[config.mk]
export PLATFORM = sky130hd
export DESIGN_NAME = run_sequencer
export DESIGN_NICKNAME = d
export VERILOG_FILES = /design/src/rtl/run_sequencer.sv
export SDC_FILE = /design/constraint.sdc
export NUM_CORES = 1
export LEC_CHECK = 0
export CORE_MARGIN = 1.5
export CORE_UTILIZATION = 42
export CTS_CLUSTER_DIAMETER = 120
export CTS_CLUSTER_SIZE = 12
export DETAILED_ROUTE_END_ITERATION = 6
export GPL_TIMING_DRIVEN = 0
export PLACE_DENSITY = 0.77
export SYNTH_ARGS = -nofsm -noshare
export SYNTH_HDL_FRONTEND = slang
export SYNTH_SLANG_ARGS = --single-unit
[constraint.sdc]
create_clock -name CLK -period 2 [get_ports CLK]
set_clock_uncertainty 0.1 [all_clocks]
set_input_delay 0.5 -clock CLK [delete_from_list [all_inputs] [get_ports CLK]]
set_output_delay 0.5 -clock CLK [all_outputs]
set_load 0.01 [all_outputs]
[src/rtl/run_sequencer.sv]
// Run sequencer: holds a datapath in reset, releases it, and times the run until OUT matches.
// Optional timeout abort is enabled by defining RUN_SEQUENCER_TIMEOUT_EN.
module run_sequencer #(
    parameter int          RESET_CYCLES = 4,
    parameter logic [15:0] TIMEOUT      = 16'hFFFF
) (
    input  logic        CLK,
    input  logic        reset_n,
    input  logic        start,
    input  logic [15:0] run_in,
    input  logic [15:0] expected,
    input  logic [15:0] dp_out,
    input  logic [15:0] dp_instr,
    output logic        dp_reset,
    output logic [15:0] dp_in,
    output logic        busy,
    output logic        done,
    output logic        pass,
    output logic        timed_out,
    output logic [15:0] cycle_count,
    output logic [15:0] instr_count
);

    localparam int              RW       = (RESET_CYCLES > 1) ? $clog2(RESET_CYCLES) : 1;
    localparam logic [RW-1:0]   RST_LAST = RW'(RESET_CYCLES - 1);

    typedef enum logic [1:0] {IDLE, RESET_DP, RUN, DONE} state_t;

    state_t        state, state_nxt;
    logic [15:0]   op_q;
    logic [15:0]   exp_q;
    logic [15:0]   counter;
    logic [RW-1:0] rst_cnt;
    logic          match;
    logic          expire;

    assign match = (state == RUN) && (dp_out == exp_q);

`ifdef RUN_SEQUENCER_TIMEOUT_EN
    logic timed_out_q;
    // A match in the same cycle as the timeout takes priority.
    assign expire    = (state == RUN) && (counter == TIMEOUT) && !match;
    assign timed_out = timed_out_q;
`else
    logic unused_timeout;
    assign unused_timeout = ^TIMEOUT;
    assign expire         = 1'b0;
    assign timed_out      = 1'b0;
`endif

    assign dp_reset = (state != RUN);
    assign busy     = (state == RESET_DP) || (state == RUN);
    assign done     = (state == DONE);
    assign dp_in    = op_q;

    // NOTE: state registers use non-blocking (<=) so every flop samples pre-edge values.
    always_ff @(posedge CLK or negedge reset_n) begin
        if (!reset_n) state <= IDLE;
        else          state <= state_nxt;
    end

    // NOTE: state_nxt gets a default before the case so no path leaves it unassigned (no latch).
    always_comb begin
        state_nxt = state;
        case (state)
            IDLE:     if (start) state_nxt = RESET_DP;
            RESET_DP: if (rst_cnt == RST_LAST) state_nxt = RUN;
            RUN:      if (match || expire) state_nxt = DONE;
            DONE:     state_nxt = IDLE;
            default:  state_nxt = IDLE;
        endcase
    end

    // NOTE: op_q is reset because dp_in must read 0 until the first start.
    always_ff @(posedge CLK or negedge reset_n) begin
        if (!reset_n) begin
            op_q        <= '0;
            exp_q       <= '0;
            counter     <= '0;
            rst_cnt     <= '0;
            pass        <= 1'b0;
            cycle_count <= '0;
            instr_count <= '0;
`ifdef RUN_SEQUENCER_TIMEOUT_EN
            timed_out_q <= 1'b0;
`endif
        end else begin
            case (state)
                IDLE: begin
                    if (start) begin
                        op_q    <= run_in;
                        exp_q   <= expected;
                        counter <= '0;
                        rst_cnt <= '0;
                    end
                end
                RESET_DP: begin
                    rst_cnt <= rst_cnt + 1'b1;
                    if (rst_cnt == RST_LAST) counter <= 16'd1;
                end
                RUN: begin
`ifdef RUN_SEQUENCER_TIMEOUT_EN
                    counter <= counter + 16'd1;
`else
                    if (counter != 16'hFFFF) counter <= counter + 16'd1;
`endif
                    if (match) begin
                        pass        <= 1'b1;
                        cycle_count <= counter;
                        instr_count <= dp_instr;
`ifdef RUN_SEQUENCER_TIMEOUT_EN
                        timed_out_q <= 1'b0;
`endif
                    end else if (expire) begin
                        pass        <= 1'b0;
                        cycle_count <= TIMEOUT;
                        instr_count <= dp_instr;
`ifdef RUN_SEQUENCER_TIMEOUT_EN
                        timed_out_q <= 1'b1;
`endif
                    end
                end
                default: ;
            endcase
        end
    end

endmodule

## After elaboration in Yosys (flattened, before gate mapping)

Index checks and enable logic that the tools add are counted.

| word-level totals | value |
|---|---|
| register bits after elaboration | 85 |
| input port bits | 67 |
| output and inout port bits | 53 |
| word-level logic and storage cells | 41 |

| operators by class | value |
|---|---|
| $add $sub $neg | 2 |
| eq/ne operators | 11 |
| multiplexer cells | 10 |
| reduce and logical (&&, ||, !) cells | 10 |

Operators by type and width:

| cell | number |
|---|---|
| $mux 16 | 3 |
| $pmux 16 s3 | 1 |
| $add 16x1->16 const B | 1 |
| $eq 16x16->1 | 1 |
| $ne 16x16->1 const B | 1 |
| $mux 2 | 4 |
| $pmux 2 s4 | 1 |
| $eq 2x2->1 const B | 3 |
| $ne 2x2->1 const B | 3 |
| $reduce_and 2->1 | 3 |
| $ne 2x1->1 const B | 2 |
| $pmux 2 s2 | 1 |
| $reduce_and 4->1 | 1 |
| $reduce_and 3->1 | 1 |
| $reduce_bool 3->1 | 1 |
| $add 2x1->2 const B | 1 |
| $eq 2x1->1 const B | 1 |
| $logic_not 2->1 | 1 |
| $reduce_bool 2->1 | 1 |
| $logic_and 1x1->1 | 1 |
| $logic_or 1x1->1 | 1 |

## Logic depth before layout (Yosys ltp)

Gate-level depths: netlist of run 1.

| depth | value |
|---|---|
| depth after elaboration | 4 |
| gate-level depth with buffers | 9 |
| gate-level depth less buffers | 7 |

## Worst setup path after synthesis of run 1

Ideal clock, no wire load.

| path | value |
|---|---|
| path kind | register to register |
| start point | reg state[0] |
| end point | reg counter[7] |
| library setup time | 0.092 ns |
| arrival | 1.853 ns |
| required time | 1.808 ns |
| path slack | -0.045 ns |
| cell stages (with the launch flop) | 9 |
| path buffers | 2 |
| period minus slack after synthesis | 2.045 ns |
| cells stage by stage | dfrtp_1 > inv_1 > ha_1 > clkbuf_1 > and4_1 > a311o_1 > or2_1 > buf_6 > o31ai_2 |

| between the ends | value |
|---|---|
| cells in the longest elaborated chain, start to end | 3 |
| elaborated cells between the ends (all ways) | 9 |
| classes of those cells | eq/ne (5); mux (1); reduce/logical (3) |

Ends and longest elaborated chain:

| element | line | text |
|---|---|---|
| start, declared | 29 | `state_t state, state_nxt;` |
| start signal, assigned | 59 | `else state <= state_nxt;` |
| $eq 2x2->1, or another cell as far along | 88 | `case (state)` |
| $ne 2x1->1 (no line), or another cell as far along | n/a |  |
| $reduce_and 4->1 (no line) | n/a |  |
| end signal, assigned | 105 | `if (counter != 16'hFFFF) counter <= counter + 16'd1;` |
| end, declared | 32 | `logic [15:0] counter;` |

Several ways; a longest one is shown, not always the timed one.
A chain may end at the register's enable or synchronous reset.

## Final worst setup path of run 1

| path | value |
|---|---|
| start point | reg state[1] |
| end point | reg counter[8] |

Same word-level chain as after synthesis.

==> results of run 1 <==
[report_power, final]
| group | internal [mW] | switching, mW | leakage (nW) |
|---|---|---|---|
| sequential | 2.11 | 0.244 | 1.11 |
| clock | 0.679 | 0.588 | 0.106 |
| combinational | 1.37 | 1.09 | 1.42 |
| total | 4.15 | 1.92 | 2.64 |
[per-layer routing]
| metal | vias up | GRT usage | routed length [microns] | part of all wire |
|---|---|---|---|---|
| met3 | 13 | 0.04964 | 539 | 0.063 |
| li1 | 1328 | - | - | - |
| met4 | 0 | 0.08022 | 142 | 0.017 |
| met1 | 1401 | 0.2400 | 3654 | 0.43 |
| met5 | - | 0 | 0 | 0 |
| met2 | 94 | 0.2885 | 4166 | 0.49 |
[final cells by class]
class / instances / share of cell area
clock buffers: 13 / 0.02926
plain buffers: 12 / 0.01864
inverters: 5 / 0.003684
flip-flops and latches: 85 / 0.3691
multi-input cells: 184 / 0.3054
clock inverters: 3 / 0.007369
well taps: 108 / 0.02341
repair buffers: 137 / 0.2432
[Yosys cell counts, types with 2 or more instances]
master,number
nor2_1,7
nand3_1,10
a31oi_1,5
nand4_1,6
dfrtp_1,85
o21ai_0,10
nor4_1,2
mux2_2,36
buf_1,3
o41ai_1,2
o31ai_2,7
buf_2,4
mux2_1,29
clkbuf_1,3
nand2_1,12
nand2b_1,3
and3_1,4
buf_4,3
o31ai_1,3
a21oi_1,3
inv_1,5
xnor2_1,16
o21ai_1,10
nor3_1,3
ha_1,6
[flip-flops by register name (all words and copies together), names as in the netlist]
| name | cells |
|---|---|
| counter | 16 |
| instr_count | 16 |
| cycle_count | 16 |
| exp_q | 16 |
| dp_in | 16 |
| pass | 1 |
| state | 2 |
| rst_cnt | 2 |
[repair_timing]
item                       4_1_cts  5_1_grt
hold buffers                     1        0
buffers inserted                10        3
hold endpoints to repair        29        0
setup endpoints to repair       63       81
pin swaps                       23        2
resized for setup               91       19
gates cloned                     4        0
[per-stage QoR]
stage | TNS, ns | power, mW
6_report | -0.8364 | 6.072
3_3_place_gp | -272.99 | 4.406
2_1_floorplan | 0 | 3.603
3_5_place_dp | -40.04 | 4.476
4_1_cts | -1.393 | 6.011
5_1_grt | -4.354 | 6.430
[worst register-to-register path, delay by kind of cell (launching register included)]
| family | cells | cell delay [ns] |
|---|---|---|
| buffers and inverters | 3 | 0.56 |
| AO/OA/AOI/OAI | 3 | 0.51 |
| AND/OR/NAND/NOR | 1 | 0.20 |
| flip-flops | 1 | 0.42 |
| adder cells (fa/ha/maj) | 1 | 0.15 |
[worst paths after layout]
path,from,end,slack [ns],cells past startpoint
setup / recovery,state[1],counter[8],-0.07,8
hold / removal,pass,pass,0.38,1
setup reg to reg,state[1],counter[8],-0.07,8
hold reg to reg,pass,pass,0.38,1
max in group asynchronous,reset_n,rst_cnt[0],0.67,3
min in group asynchronous,reset_n,instr_count[12],0.52,2
[placed cells by master (no fill, tap or decap), drive strengths merged, types with 2 or more instances in the layout]
cell type      instances
nand3                 10
inv                    5
nor2                   7
ha                     6
clkdlybuf4s50         98
nand2                 12
dlygate4sd2           16
nand4                  6
clkbuf                17
and3                   4
o41ai                  2
buf                   28
a21oi                  3
nand2b                 3
nor3                   4
o31ai                 10
a31oi                  5
dfrtp                 85
o21ai                 20
mux2                  65
xnor2                 16
nor4                   2
[cell families (layout without fill, tap and decap cells)]
family | count (synthesis) | count (layout) | share of synthesized area
flip-flops | 85 | 85 | 0.5667
AO/OA/AOI/OAI | 44 | 44 | 0.08233
AND/OR/NAND/NOR | 51 | 51 | 0.06967
multiplexers | 66 | 66 | 0.1977
XOR/XNOR | 16 | 16 | 0.03733
other | 1 | 1 | 0.0009990
buffers and inverters | 19 | 170 | 0.02533
adder cells (fa/ha/maj) | 6 | 6 | 0.02000
==> metrics, run 1 <==
RePlAce Congestion 0.7552; initial antenna violation count 0; Post-DP Area 5096 sq um; Slew headroom 0.6679; Synth cell types 36; Synthesis Warnings 0; multi-input combinational cell area 1763 sq um; final core utilization 0.6652; Final Cycle Share 1.034; fin cells 547; CTS tree yes; max cap viols 0; CTS Buf Count 9; total grt overflow 0; clock buffer depth 2; H-tree levels 3; io pins 120; asr flop ratio synth 1.000; Hold WC Path Type flip-flop to flip-flop; Synth-to-Final Area Change 53.80%; Top FF cell, synth dfrtp_1; Die Y approximately 98 microns; setup ws final -0.06701 ns; Post-synth EDFFs 0; P_leak roughly 2.6 nW; worst vdd ir 674.9 uV; Final Critical Period 2.067 ns; routed wire length per instance 15.54 microns; Mean Syn Cell Area between 10 and 15 sq um; delay-heaviest family, CP buffers and inverters; largest net degree at the start of global routing 57; Post-Syn Area between 3000 and 4000 sq um; Setup crit end kind flip-flop; Vias 2836; row cnt 34; Clock transition at path regs 0.08 ns; Worst Path Arrival approximately 2.2 ns; Crit path required time approximately 2.1 ns; core area slightly below 9000 sq um; status finished, violations left; # clock sinks 85; first-pass GRT wire length 14120 microns; RSZ-0062 raised after global routing yes; Cells after Synth 288; Cell Pwr Density roughly 1100 nW/um^2; antenna viol nets, final 0; root buf cell clkbuf_8; CP Buf/Inv Count 3; vias in the first global route 2883; pre-CTS setup slack -0.8748 ns; port buffer count 118; actual slew at the worst max-slew pin around 0.49 ns; share of the synthesized area in the top cell type 0.5667; routed wire length around 8500 microns; violated checks negative setup slack; Filler Cell Count 659; clk_lat worst skew 0.35 ns; worst-path fanout max 10; Initial Util 0.4325; Antenna diodes 0; worst hold slack 0.3774 ns; synthesized net count 361; f_max 0.4838 GHz; Final Instance Area between 5000 and 6000 sq um; sequential share of the synthesized area 0.5667; #FFs+latches synth 85; HPWL after DPL 5649 microns; area leader, netlist dfrtp_1; kind of critical path flip-flop to flip-flop; Vias per Instance 5.185; CP max stage cell dfrtp_1; Hold Violations, Final 0; cell count after placement 515; Iteration-0 DRC Markers just under 100; GRT Total Usage 0.1841; share of layout cells above drive strength 1 0.3235; Cell Chain, Critical Path buf_6 -> ha_4 -> buf_4 -> nand2_1 -> clkbuf_2 -> a31oi_1 -> o21ai_0 -> o31ai_4; DIE WIDTH 97.54 microns; Synth area leaders dfrtp_1 57%, mux2_2 11%, mux2_1 8.7%; # setup viols final 32; Final Max Tran Viols 0; # DRC 0; Worst path max stage delay 0.42 ns; nets 507; die area 9513 sq um; Worst Setup Start Kind flip-flop; register area between 2000 and 2500 sq um; first drt pass iteration count 4
Power figures use the tool's default switching activity.
==> run 2, diff against run 1 <==
--- a/config.mk
+++ b/config.mk
@@ -12,6 +12,7 @@
 export DETAILED_ROUTE_END_ITERATION = 6
 export GPL_TIMING_DRIVEN = 0
 export PLACE_DENSITY = 0.77
+export SKIP_CTS_REPAIR_TIMING = 1
 export SYNTH_ARGS = -nofsm -noshare
 export SYNTH_HDL_FRONTEND = slang
 export SYNTH_SLANG_ARGS = --single-unit
==> run 2 against run 1 <==
  * The flow still finishes with violations (negative setup slack)
  * Highest routed layer unchanged
  * Utilization increased by 1.4 points
  * Critical endpoint is now cycle_count[15]
  * Cell area increased by 2.2%
  * Critical path type unchanged
  * Hold slack is essentially flat
  * Setup slack improved by 0.011 ns
==> metrics, run 2 (synthesized netlist as in run 1, its figures left out) <==
CP Launch Point exp_q[15]; H-tree levels 3 (unchanged); delay-heaviest family, CP simple AND/OR/NAND/NOR gates; total grt overflow 0 (unchanged); port buffer count 118 (unchanged); worst-path fanout max 8 (-2); kind of critical path flip-flop to flip-flop; worst vdd ir 674.3 uV (-0.10%); nets 505 (-0.39%); clock power share 0.208 (about the same); CTS Buf Count 9 (unchanged); routed wire length 8790 microns (+3.4%); max cap viols 0 (unchanged); Final Cycle Share 1.028 (-0.005617); status finished, violations left; die area 9513 sq um (unchanged); Comb pwr share 0.404 (about the same); Slew headroom 0.6373 (-0.03066); largest net degree at the start of global routing 57 (unchanged); share of layout cells above drive strength 1 0.3364 (+0.01292); Worst Setup Start Kind flip-flop; CTS tree yes; # clock sinks 85 (unchanged); Worst path max stage delay 0.40 ns (-0.02 ns); core area 8678 sq um (unchanged); violated checks negative setup slack; Worst Path Arrival 2.19 ns (about the same); Initial Util 0.4325 (unchanged); root buf cell clkbuf_8; Final Instance Area 5898 sq um (+2.2%); clk_lat worst skew 0.35 ns (about the same); row cnt 34 (unchanged); first-pass GRT wire length 12710 microns (-10%); most frequent cells in the layout 98 x clkdlybuf4s50_1, 79 x dfrtp_1, 36 x mux2_2; Iteration-0 DRC Markers 87 (-10%); worst r2r src exp_q[15]; Vias 2843 (+0.25%); Filler Cell Count 638 (-3.2%); multi-input combinational cell area 1839 sq um (+4.3%); Final Critical Period 2.056 ns (-0.01123 ns); Antenna diodes 0 (unchanged); Vias per Instance 5.217 (+0.61%); CP max stage cell nor4_4; NetSw 1.932 mW (+0.79%); Setup crit end kind flip-flop; GRT Total Usage 0.1644 (-0.01968); DIE WIDTH 97.54 microns (unchanged); Cell Pwr Density 1031 nW/um^2 (-2.0%); io pins 120 (unchanged); most common cell after layout, fill and taps aside clkdlybuf4s50_1; HPWL after DPL 5649 microns (unchanged); P_leak 2.777 nW (+5.4%); Synth-to-Final Area Change 57.13%; Post-DP Area 5096 sq um (unchanged); # setup viols final 38 (+19%); Cell Chain, Critical Path xnor2_1 -> nand4_1 -> nor4_4 -> nand2_4 -> clkbuf_16 -> mux2_4; final core utilization 0.6796 (+0.01442); Hold Violations, Final 0 (unchanged); Switching Share 0.3179 (+0.002089); vias in the first global route 2679 (-7.1%); # DRC 0 (unchanged); initial antenna violation count 0 (unchanged); Hold WC Path Type flip-flop to flip-flop; routed wire length per instance 16.13 microns (+3.8%); first drt pass iteration count 4 (unchanged); Die Y 97.54 microns (unchanged); clock buffer depth 2 (unchanged); actual slew at the worst max-slew pin 0.5399 ns (+0.04564 ns); Cell Int Power 4.147 mW (-0.17%); CP Buf/Inv Count 1 (-2); Crit path required time 2.14 ns (+0.02 ns); Hold Path Origin pass; register area 2135 sq um (+0.18%); Clock transition at path regs 0.08 ns (about the same); RSZ-0062 raised after global routing yes; f_max 0.4864 GHz (+0.55%); antenna viol nets, final 0 (unchanged); RePlAce Congestion 0.7552 (unchanged); Final Max Tran Viols 0 (unchanged); sequential share of power 0.388 (about the same); setup ws final -0.05578 ns (+0.01123 ns)
==> run 2: changes by cell type in the layout (fill, tap and decap cells not counted), sizes merged <==
cell / change
buf: -7
bufbuf: -1
dlymetal6s2s: +18
clkbuf: +5
clkdlybuf4s15: -1
dlygate4sd2: -16
==> run 2: layout make-up <==
| type | count | share of cell area |
|---|---|---|
| inverter | 5 | 0.003182 |
| multi-input combinational | 184 | 0.3118 |
| tap | 108 | 0.02291 |
| clock buffer | 13 | 0.02864 |
| buffer | 12 | 0.02036 |
| timing repair buffer | 135 | 0.2440 |
| sequential | 85 | 0.3619 |
| clock inverter | 3 | 0.007213 |
==> run 2: metrics by stage <==
| stage | worst slack [ns] | setup TNS (ns) | total power, mW | std cells | hold WS [ns] |
|---|---|---|---|---|---|
| after detailed placement | -0.8748 | -40.04 | 4.476 | 515 | 0.3517 |
| after global routing | -0.1561 | -5.212 | 6.432 | 545 | 0.3944 |
| after floorplan | 0.003552 | 0 | 3.603 | 288 | 0.1044 |
| after global placement | -2.762 | -272.99 | 4.406 | 514 | 0.3549 |
| after CTS | -0.4920 | -17.92 | 5.748 | 531 | -0.02465 |
| final | -0.05578 | -1.373 | 6.080 | 545 | 0.3769 |
==> run 2: final timing paths <==
kind | depth (start not counted) | slack [ns] | endpoint
min in group asynchronous | 2 | 0.52 | instr_count[12]
max in group asynchronous | 3 | 0.65 | state[1]
worst max register to register | 6 | -0.06 | cycle_count[15]
worst min register to register | 1 | 0.38 | pass
worst min-delay path | 1 | 0.38 | pass
worst max-delay path | 6 | -0.06 | cycle_count[15]
==> run 2: per-layer routing <==
| metal | global-route usage | part of all wire | vias up |
|---|---|---|---|
| met1 | 0.2041 | 0.43 | 1419 |
| met5 | 0 | 0 | - |
| met3 | 0.05683 | 0.064 | 16 |
| li1 | - | - | 1329 |
| met2 | 0.2601 | 0.49 | 79 |
| met4 | 0.07143 | 0.020 | 0 |
==> run 2: power groups by stage <==
stage | logic (mW) | registers (mW) | clock network, mW
after detailed placement | 2.10 | 2.38 | 0
after global placement | 2.05 | 2.36 | 0
after floorplan | 1.19 | 2.42 | 0
after CTS | 2.11 | 2.35 | 1.30
after global routing | 2.65 | 2.40 | 1.38
final | 2.46 | 2.36 | 1.26
